--- config.mk ---
export PLATFORM = sky130hd
export DESIGN_NAME = shift_frame_ctrl
export DESIGN_NICKNAME = d
export VERILOG_FILES = /design/src/rtl/shift_frame_ctrl_pkg.sv /design/src/rtl/shift_decide.sv /design/src/rtl/shift_frame_ctrl.sv
export SDC_FILE = /design/constraint.sdc
export NUM_CORES = 1
export LEC_CHECK = 0
export ABC_AREA = 1
export ABC_CLOCK_PERIOD_IN_PS = 2100
export CORE_ASPECT_RATIO = 1.2
export CORE_MARGIN = 2
export CORE_UTILIZATION = 55
export DETAILED_ROUTE_END_ITERATION = 10
export PLACE_DENSITY = 0.79
export SYNTH_ARGS = -nofsm -noshare
export SYNTH_HDL_FRONTEND = slang
export SYNTH_SLANG_ARGS = --single-unit
--- constraint.sdc ---
create_clock -name clk -period 2.1 [get_ports clk]
set_input_delay 0.42 -clock clk [delete_from_list [all_inputs] [get_ports clk]]
set_output_delay 0.42 -clock clk [all_outputs]
set_load 0.1 [all_outputs]
--- src/rtl/shift_frame_ctrl_pkg.sv ---
// Shared types and constants for the camera-shift frame sequencer.
// Holds the FSM encoding, count widths, default thresholds and the saturating increment.
package shift_frame_ctrl_pkg;

    localparam int unsigned CNT_W = 5;
    localparam int unsigned HYS_W = 3;

    localparam logic [CNT_W-1:0] CNT_MAX = '1;
    localparam logic [HYS_W-1:0] HYS_MAX = '1;

    localparam int unsigned DEF_SHIFT_SAME  = 9;
    localparam int unsigned DEF_SHIFT_X_BIG = 13;
    localparam int unsigned DEF_SHIFT_Y_BIG = 15;
    localparam int unsigned DEF_N_ON        = 2;
    localparam int unsigned DEF_N_OFF       = 3;

    typedef enum logic [1:0] {
        ST_IDLE   = 2'd0,
        ST_ACCUM  = 2'd1,
        ST_EVAL   = 2'd2,
        ST_REPORT = 2'd3
    } state_e;

    typedef struct packed {
        logic [CNT_W-1:0] dxo;
        logic [CNT_W-1:0] dxn;
        logic [CNT_W-1:0] dyo;
        logic [CNT_W-1:0] dyn;
    } counts_t;

    function automatic logic [CNT_W-1:0] sat_inc(input logic [CNT_W-1:0] v, input logic en);
        if (en && (v != CNT_MAX)) begin
            return v + 1'b1;
        end
        return v;
    endfunction

endpackage

--- src/rtl/shift_decide.sv ---
// Combinational shift rule applied to one frame's latched displacement counts.
// All threshold comparisons are strictly greater-than on unsigned counts.
module shift_decide
    import shift_frame_ctrl_pkg::*;
#(
    parameter int unsigned SHIFT_SAME  = DEF_SHIFT_SAME,
    parameter int unsigned SHIFT_X_BIG = DEF_SHIFT_X_BIG,
    parameter int unsigned SHIFT_Y_BIG = DEF_SHIFT_Y_BIG
) (
    input  logic [CNT_W-1:0] dxo_i,
    input  logic [CNT_W-1:0] dxn_i,
    input  logic [CNT_W-1:0] dyo_i,
    input  logic [CNT_W-1:0] dyn_i,
    input  logic             x_same_i,
    input  logic             y_same_i,
    output logic             shift_o
);

    logic x_pair;
    logic y_pair;
    logic big_any;

    always_comb begin
        x_pair  = (dxo_i > CNT_W'(SHIFT_SAME)) && (dxn_i > CNT_W'(SHIFT_SAME)) && x_same_i;
        y_pair  = (dyo_i > CNT_W'(SHIFT_SAME)) && (dyn_i > CNT_W'(SHIFT_SAME)) && y_same_i;
        big_any = (dxo_i > CNT_W'(SHIFT_X_BIG)) || (dxn_i > CNT_W'(SHIFT_X_BIG)) ||
                  (dyo_i > CNT_W'(SHIFT_Y_BIG)) || (dyn_i > CNT_W'(SHIFT_Y_BIG));
        shift_o = x_pair || y_pair || big_any;
    end

endmodule

--- src/rtl/shift_frame_ctrl.sv ---
// Frame sequencer: counts displacement events per frame, evaluates the shift rule
// at frame end and filters the per-frame decision with on/off hysteresis.
//
// state     | meaning
// ----------+-------------------------------------------------------------
// ST_IDLE   | waiting for frame_start, events ignored
// ST_ACCUM  | counting events, waiting for frame_end
// ST_EVAL   | one cycle: counts and decision latched into output registers
// ST_REPORT | one cycle: result_valid, new results visible
module shift_frame_ctrl
    import shift_frame_ctrl_pkg::*;
#(
    parameter int unsigned SHIFT_SAME  = DEF_SHIFT_SAME,
    parameter int unsigned SHIFT_X_BIG = DEF_SHIFT_X_BIG,
    parameter int unsigned SHIFT_Y_BIG = DEF_SHIFT_Y_BIG,
    parameter int unsigned N_ON        = DEF_N_ON,
    parameter int unsigned N_OFF       = DEF_N_OFF
) (
    input  logic             clk,
    input  logic             rst,
    input  logic             frame_start,
    input  logic             frame_end,
    input  logic             ev_dxo,
    input  logic             ev_dxn,
    input  logic             ev_dyo,
    input  logic             ev_dyn,
    input  logic             x_same,
    input  logic             y_same,
    output logic             busy,
    output logic             frame_shift,
    output logic             shift_flag,
    output logic             result_valid,
    output logic [CNT_W-1:0] cnt_dxo,
    output logic [CNT_W-1:0] cnt_dxn,
    output logic [CNT_W-1:0] cnt_dyo,
    output logic [CNT_W-1:0] cnt_dyn
);

    state_e           state_q, state_d;
    counts_t          live_q, live_d;
    counts_t          live_inc;
    counts_t          cnt_q, cnt_d;
    logic             x_same_q, x_same_d;
    logic             y_same_q, y_same_d;
    logic             frame_shift_q, frame_shift_d;
    logic             shift_flag_q, shift_flag_d;
    logic [HYS_W-1:0] on_cnt_q, on_cnt_d;
    logic [HYS_W-1:0] off_cnt_q, off_cnt_d;
    logic             decide_shift;

    // Decision is taken from the live counters during EVAL, which are exactly what gets copied.
    shift_decide #(
        .SHIFT_SAME  (SHIFT_SAME),
        .SHIFT_X_BIG (SHIFT_X_BIG),
        .SHIFT_Y_BIG (SHIFT_Y_BIG)
    ) u_decide (
        .dxo_i    (live_q.dxo),
        .dxn_i    (live_q.dxn),
        .dyo_i    (live_q.dyo),
        .dyn_i    (live_q.dyn),
        .x_same_i (x_same_q),
        .y_same_i (y_same_q),
        .shift_o  (decide_shift)
    );

    always_comb begin
        live_inc.dxo = sat_inc(live_q.dxo, ev_dxo);
        live_inc.dxn = sat_inc(live_q.dxn, ev_dxn);
        live_inc.dyo = sat_inc(live_q.dyo, ev_dyo);
        live_inc.dyn = sat_inc(live_q.dyn, ev_dyn);
    end

    always_comb begin
        state_d       = state_q;
        live_d        = live_q;
        cnt_d         = cnt_q;
        x_same_d      = x_same_q;
        y_same_d      = y_same_q;
        frame_shift_d = frame_shift_q;
        shift_flag_d  = shift_flag_q;
        on_cnt_d      = on_cnt_q;
        off_cnt_d     = off_cnt_q;

        case (state_q)
            ST_IDLE: begin
                if (frame_start) begin
                    state_d = ST_ACCUM;
                    live_d  = '0;
                end
            end
            ST_ACCUM: begin
                // frame_end has priority over a coincident frame_start.
                if (frame_end) begin
                    live_d   = live_inc;
                    x_same_d = x_same;
                    y_same_d = y_same;
                    state_d  = ST_EVAL;
                end else if (frame_start) begin
                    live_d = '0;
                end else begin
                    live_d = live_inc;
                end
            end
            ST_EVAL: begin
                cnt_d         = live_q;
                frame_shift_d = decide_shift;
                if (decide_shift) begin
                    on_cnt_d  = (on_cnt_q == HYS_MAX) ? on_cnt_q : on_cnt_q + 1'b1;
                    off_cnt_d = '0;
                    if (on_cnt_d >= HYS_W'(N_ON)) begin
                        shift_flag_d = 1'b1;
                    end
                end else begin
                    off_cnt_d = (off_cnt_q == HYS_MAX) ? off_cnt_q : off_cnt_q + 1'b1;
                    on_cnt_d  = '0;
                    if (off_cnt_d >= HYS_W'(N_OFF)) begin
                        shift_flag_d = 1'b0;
                    end
                end
                state_d = ST_REPORT;
            end
            ST_REPORT: begin
                if (frame_start) begin
                    state_d = ST_ACCUM;
                    live_d  = '0;
                end else begin
                    state_d = ST_IDLE;
                end
            end
            default: begin
                state_d = ST_IDLE;
            end
        endcase
    end

    always_ff @(posedge clk) begin
        if (rst) begin
            state_q       <= ST_IDLE;
            live_q        <= '0;
            cnt_q         <= '0;
            x_same_q      <= 1'b0;
            y_same_q      <= 1'b0;
            frame_shift_q <= 1'b0;
            shift_flag_q  <= 1'b0;
            on_cnt_q      <= '0;
            off_cnt_q     <= '0;
        end else begin
            state_q       <= state_d;
            live_q        <= live_d;
            cnt_q         <= cnt_d;
            x_same_q      <= x_same_d;
            y_same_q      <= y_same_d;
            frame_shift_q <= frame_shift_d;
            shift_flag_q  <= shift_flag_d;
            on_cnt_q      <= on_cnt_d;
            off_cnt_q     <= off_cnt_d;
        end
    end

    assign busy         = (state_q == ST_ACCUM) || (state_q == ST_EVAL);
    assign result_valid = (state_q == ST_REPORT);
    assign frame_shift  = frame_shift_q;
    assign shift_flag   = shift_flag_q;
    assign cnt_dxo      = cnt_q.dxo;
    assign cnt_dxn      = cnt_q.dxn;
    assign cnt_dyo      = cnt_q.dyo;
    assign cnt_dyn      = cnt_q.dyn;

endmodule

==> results of run 1 <==
[cells in the final DEF, fill, tap and decap left out, types with 11 or more instances in the layout]
cell type,n
a21oi_1,30
dfxtp_1,52
buf_4,26
ha_1,21
nand3_1,11
o21ai_0,33
inv_1,41
nand2_1,49
nor2_1,53
[sequential cells by signal (all words and copies together), names as in the netlist]
signal and cells:
y_same_q 1, live_q 20, cnt_dyo 5, cnt_dxn 5, x_same_q 1, cnt_dxo 5
frame_shift 1, shift_flag 1, state_q 2, on_cnt_q 3, cnt_dyn 5, off_cnt_q 3
[worst min-delay path by stage]
stage                                     end  slack [ns]                 startpoint  depth (start not counted)
detailed placement  off_cnt_q[1]$_SDFFE_PP0P_        0.48  off_cnt_q[1]$_SDFFE_PP0P_                          2
finish              off_cnt_q[1]$_SDFFE_PP0P_        0.50  off_cnt_q[1]$_SDFFE_PP0P_                          2
CTS                 off_cnt_q[1]$_SDFFE_PP0P_        0.50  off_cnt_q[1]$_SDFFE_PP0P_                          2
global placement     on_cnt_q[1]$_SDFFE_PP0P_        0.47   on_cnt_q[1]$_SDFFE_PP0P_                          2
floorplan               y_same_q$_SDFFE_PP0P_        0.45      y_same_q$_SDFFE_PP0P_                          2
global route        off_cnt_q[1]$_SDFFE_PP0P_        0.52  off_cnt_q[1]$_SDFFE_PP0P_                          2
[final cells by class]
type / count / area [sq um] / area share
Multi-Input combinational cell: 242 / 1420 / 0.450
Sequential cell: 52 / 1040 / 0.331
Timing Repair Buffer: 38 / 345 / 0.110
Inverter: 45 / 176 / 0.0561
Clock buffer: 7 / 86.3 / 0.0275
Tap cell: 58 / 72.6 / 0.0231
Clock inverter: 1 / 7.51 / 0.00239
[power by group]
| part | leakage [uW] | switching [uW] | internal (uW) | total [uW] |
|---|---|---|---|---|
| registers | 0.000424 | 170 | 1220 | 1390 |
| logic | 0.000930 | 2090 | 723 | 2820 |
| clock network | 0.0000445 | 323 | 268 | 592 |
[per-layer routing]
layer | up-vias | share of wire | wire length (um) | global-route usage
met5 | - | 0 | 0 | 0
li1 | 1205 | - | - | -
met1 | 1066 | 0.45 | 2700 | 0.304
met2 | 47 | 0.49 | 2940 | 0.415
met4 | 0 | 0.016 | 93 | 0.0633
met3 | 9 | 0.036 | 213 | 0.0462
[worst max-delay path, cell delays in order (launching register included)]
cell and delay [ns]:
dfxtp_1 0.42, inv_1 0.11, ha_2 0.44, o21ai_2 0.10
nor2_4 0.18, nor2_4 0.06, nor2_4 0.21, inv_2 0.13
a221oi_2 0.22
[through the flow]
stage,util,std cells,worst slack (ns)
3_3_place_gp,0.659,435,0.167
2_1_floorplan,-,349,0.0670
6_report,0.679,443,0.142
3_5_place_dp,0.659,435,0.115
4_1_cts,0.679,443,0.147
5_1_grt,0.679,443,0.0472
[cells by family (layout without fill, tap and decap cells)]
family / after synthesis / in the layout / share of synthesized area
AO/OA/AOI/OAI: 86 / 86 / 0.194
adder cells (fa/ha/maj): 22 / 22 / 0.103
buffers and inverters: 55 / 91 / 0.0845
multiplexers: 1 / 1 / 0.00373
AND/OR/NAND/NOR: 130 / 130 / 0.217
flip-flops: 52 / 52 / 0.388
XOR/XNOR: 3 / 3 / 0.00981
==> flow_metrics.env, run 1 <==
export IMPL_hp_class="reg -> reg"
export IMPL_hold_violations=0
export IMPL_nets=416
export IMPL_synth_async_sr_flop_share=0
export IMPL_crit_fanout=6
export IMPL_drive_gt1_frac=0.174
export IMPL_setup_violations=0
export IMPL_numCtsBuffers=5
export IMPL_post_cts_buffers=0
export IMPL_yosysMostFrequentCell="nor2_1"
export IMPL_reg2reg_to="live_q[8]$_SDFFE_PP0P_"
export IMPL_synth_cell_types=34
export IMPL_r2r_start="state_q[0]$_SDFFE_PP0P_"
export IMPL_r2r_slack_ns=0.14
export IMPL_synth_top_cell_area_share=0.388
export IMPL_avgSynthCellArea_sq_um=7.68
export IMPL_drv_slew=0
export IMPL_track_usage=0.242
export IMPL_area_growth_synth_to_final_pct=17.3
export IMPL_grt_pass1_wl_um=10100
export IMPL_dp_hpwl_um=4490
export IMPL_timing_setup_tns_ns=0
export IMPL_syn_nets=381
export IMPL_p_per_area_mw_per_mm2=1530
export IMPL_grt_pass1_vias=2189
export IMPL_drv_cap=0
export IMPL_yosysWarningCount=0
export IMPL_die_y_um=80.5
export IMPL_avgViaCountPerCell=5.25
export IMPL_drc=0
export IMPL_yosysTopAreaCell="dfxtp_1"
export IMPL_cts_resized=0
export IMPL_io_buffers=33
export IMPL_core_area_sq_mm=0.00463
export IMPL_crit_end="live_q[8]$_SDFFE_PP0P_"
export IMPL_fin_hold_ws_ns=0.498
export IMPL_max_vdd_ir_drop_v=0.000960
export IMPL_vias=2327
export IMPL_worstMarginPinSlew_ns=0.667
export IMPL_cp_end_kind="flop"
export IMPL_cp_data_arrival_time_ns=2.17
export IMPL_outcome="finished clean"
export IMPL_io_pins=34
export IMPL_ys_flop_type="dfxtp_1"
export IMPL_design_area_sq_mm=0.00314
export IMPL_fp_dieW_um=67.7
export IMPL_synth_area_leaders="dfxtp_1 (39%), ha_1 (10%), nor2_1 (7.4%), nand2_1 (6.9%), o21ai_0 (6.2%)"
export IMPL_root_buffer="clkbuf_8"
export IMPL_netlist_instances=349
export IMPL_grt_max_degree=26
export IMPL_synth_enable_flop_cells=0
export IMPL_fin_crit_ns=1.96
export IMPL_finalCritPeriodShare=0.932
export IMPL_grt_setup_unrepaired="false"
export IMPL_clock_path_buffers=2
export IMPL_initial_utilization=0.579
export IMPL_netlist_area_sq_mm=0.00268
export IMPL_fmax_mhz=511
export IMPL_p_leak_uw=0.00140
export IMPL_ys_seq_area_frac=0.388
export IMPL_htreeDepth=2
export IMPL_avgRoutedWirePerCell_um=13.4
export IMPL_power_uw=4800
export IMPL_clk_latency_ns=0.30
export IMPL_worst_setup_path_type="reg -> reg"
export IMPL_ant_nets=0
export IMPL_start_kind="flop"
export IMPL_clock_sinks=52
export IMPL_fin_skew_ns=0.00635
export IMPL_routabilityCongestion=0.908
export IMPL_startpoint="state_q[0]$_SDFFE_PP0P_"
export IMPL_maxSlewHeadroom=0.555
export IMPL_dieArea_sq_mm=0.00545
export IMPL_n_antenna_cell=0
export IMPL_r2r_cells=8
export IMPL_yosys_top_cells_count="nor2_1 (53), dfxtp_1 (52), nand2_1 (49)"
export IMPL_dpl_cell_area_sq_mm=0.00305
export IMPL_ctsHoldBuffers=0
export IMPL_dr_pass1_iters=5
export IMPL_synth_ff_latch_count=52
export IMPL_grt_overflow=0
export IMPL_fill_cells=401
export IMPL_path_clk_slew_ns=0.09
export IMPL_cp_data_required_time_ns=2.31
export IMPL_fp_row_count=27
export IMPL_antenna_found_initial=0
export IMPL_initialDrtViolationCount=128
export IMPL_drt_wl_total_um=5950
export IMPL_tritoncts="built"
No activity file was read; power rests on OpenSTA's default activity.
==> run 2, diff against run 1 <==
--- a/config.mk
+++ b/config.mk
@@ -10,6 +10,7 @@
 export CORE_ASPECT_RATIO = 1.2
 export CORE_MARGIN = 2
 export CORE_UTILIZATION = 55
+export CTS_CLUSTER_SIZE = 10
 export DETAILED_ROUTE_END_ITERATION = 10
 export PLACE_DENSITY = 0.79
 export SYNTH_ARGS = -nofsm -noshare
==> results of run 2 <==
The final DEF is identical to that of run 1; final timing and power are the same.
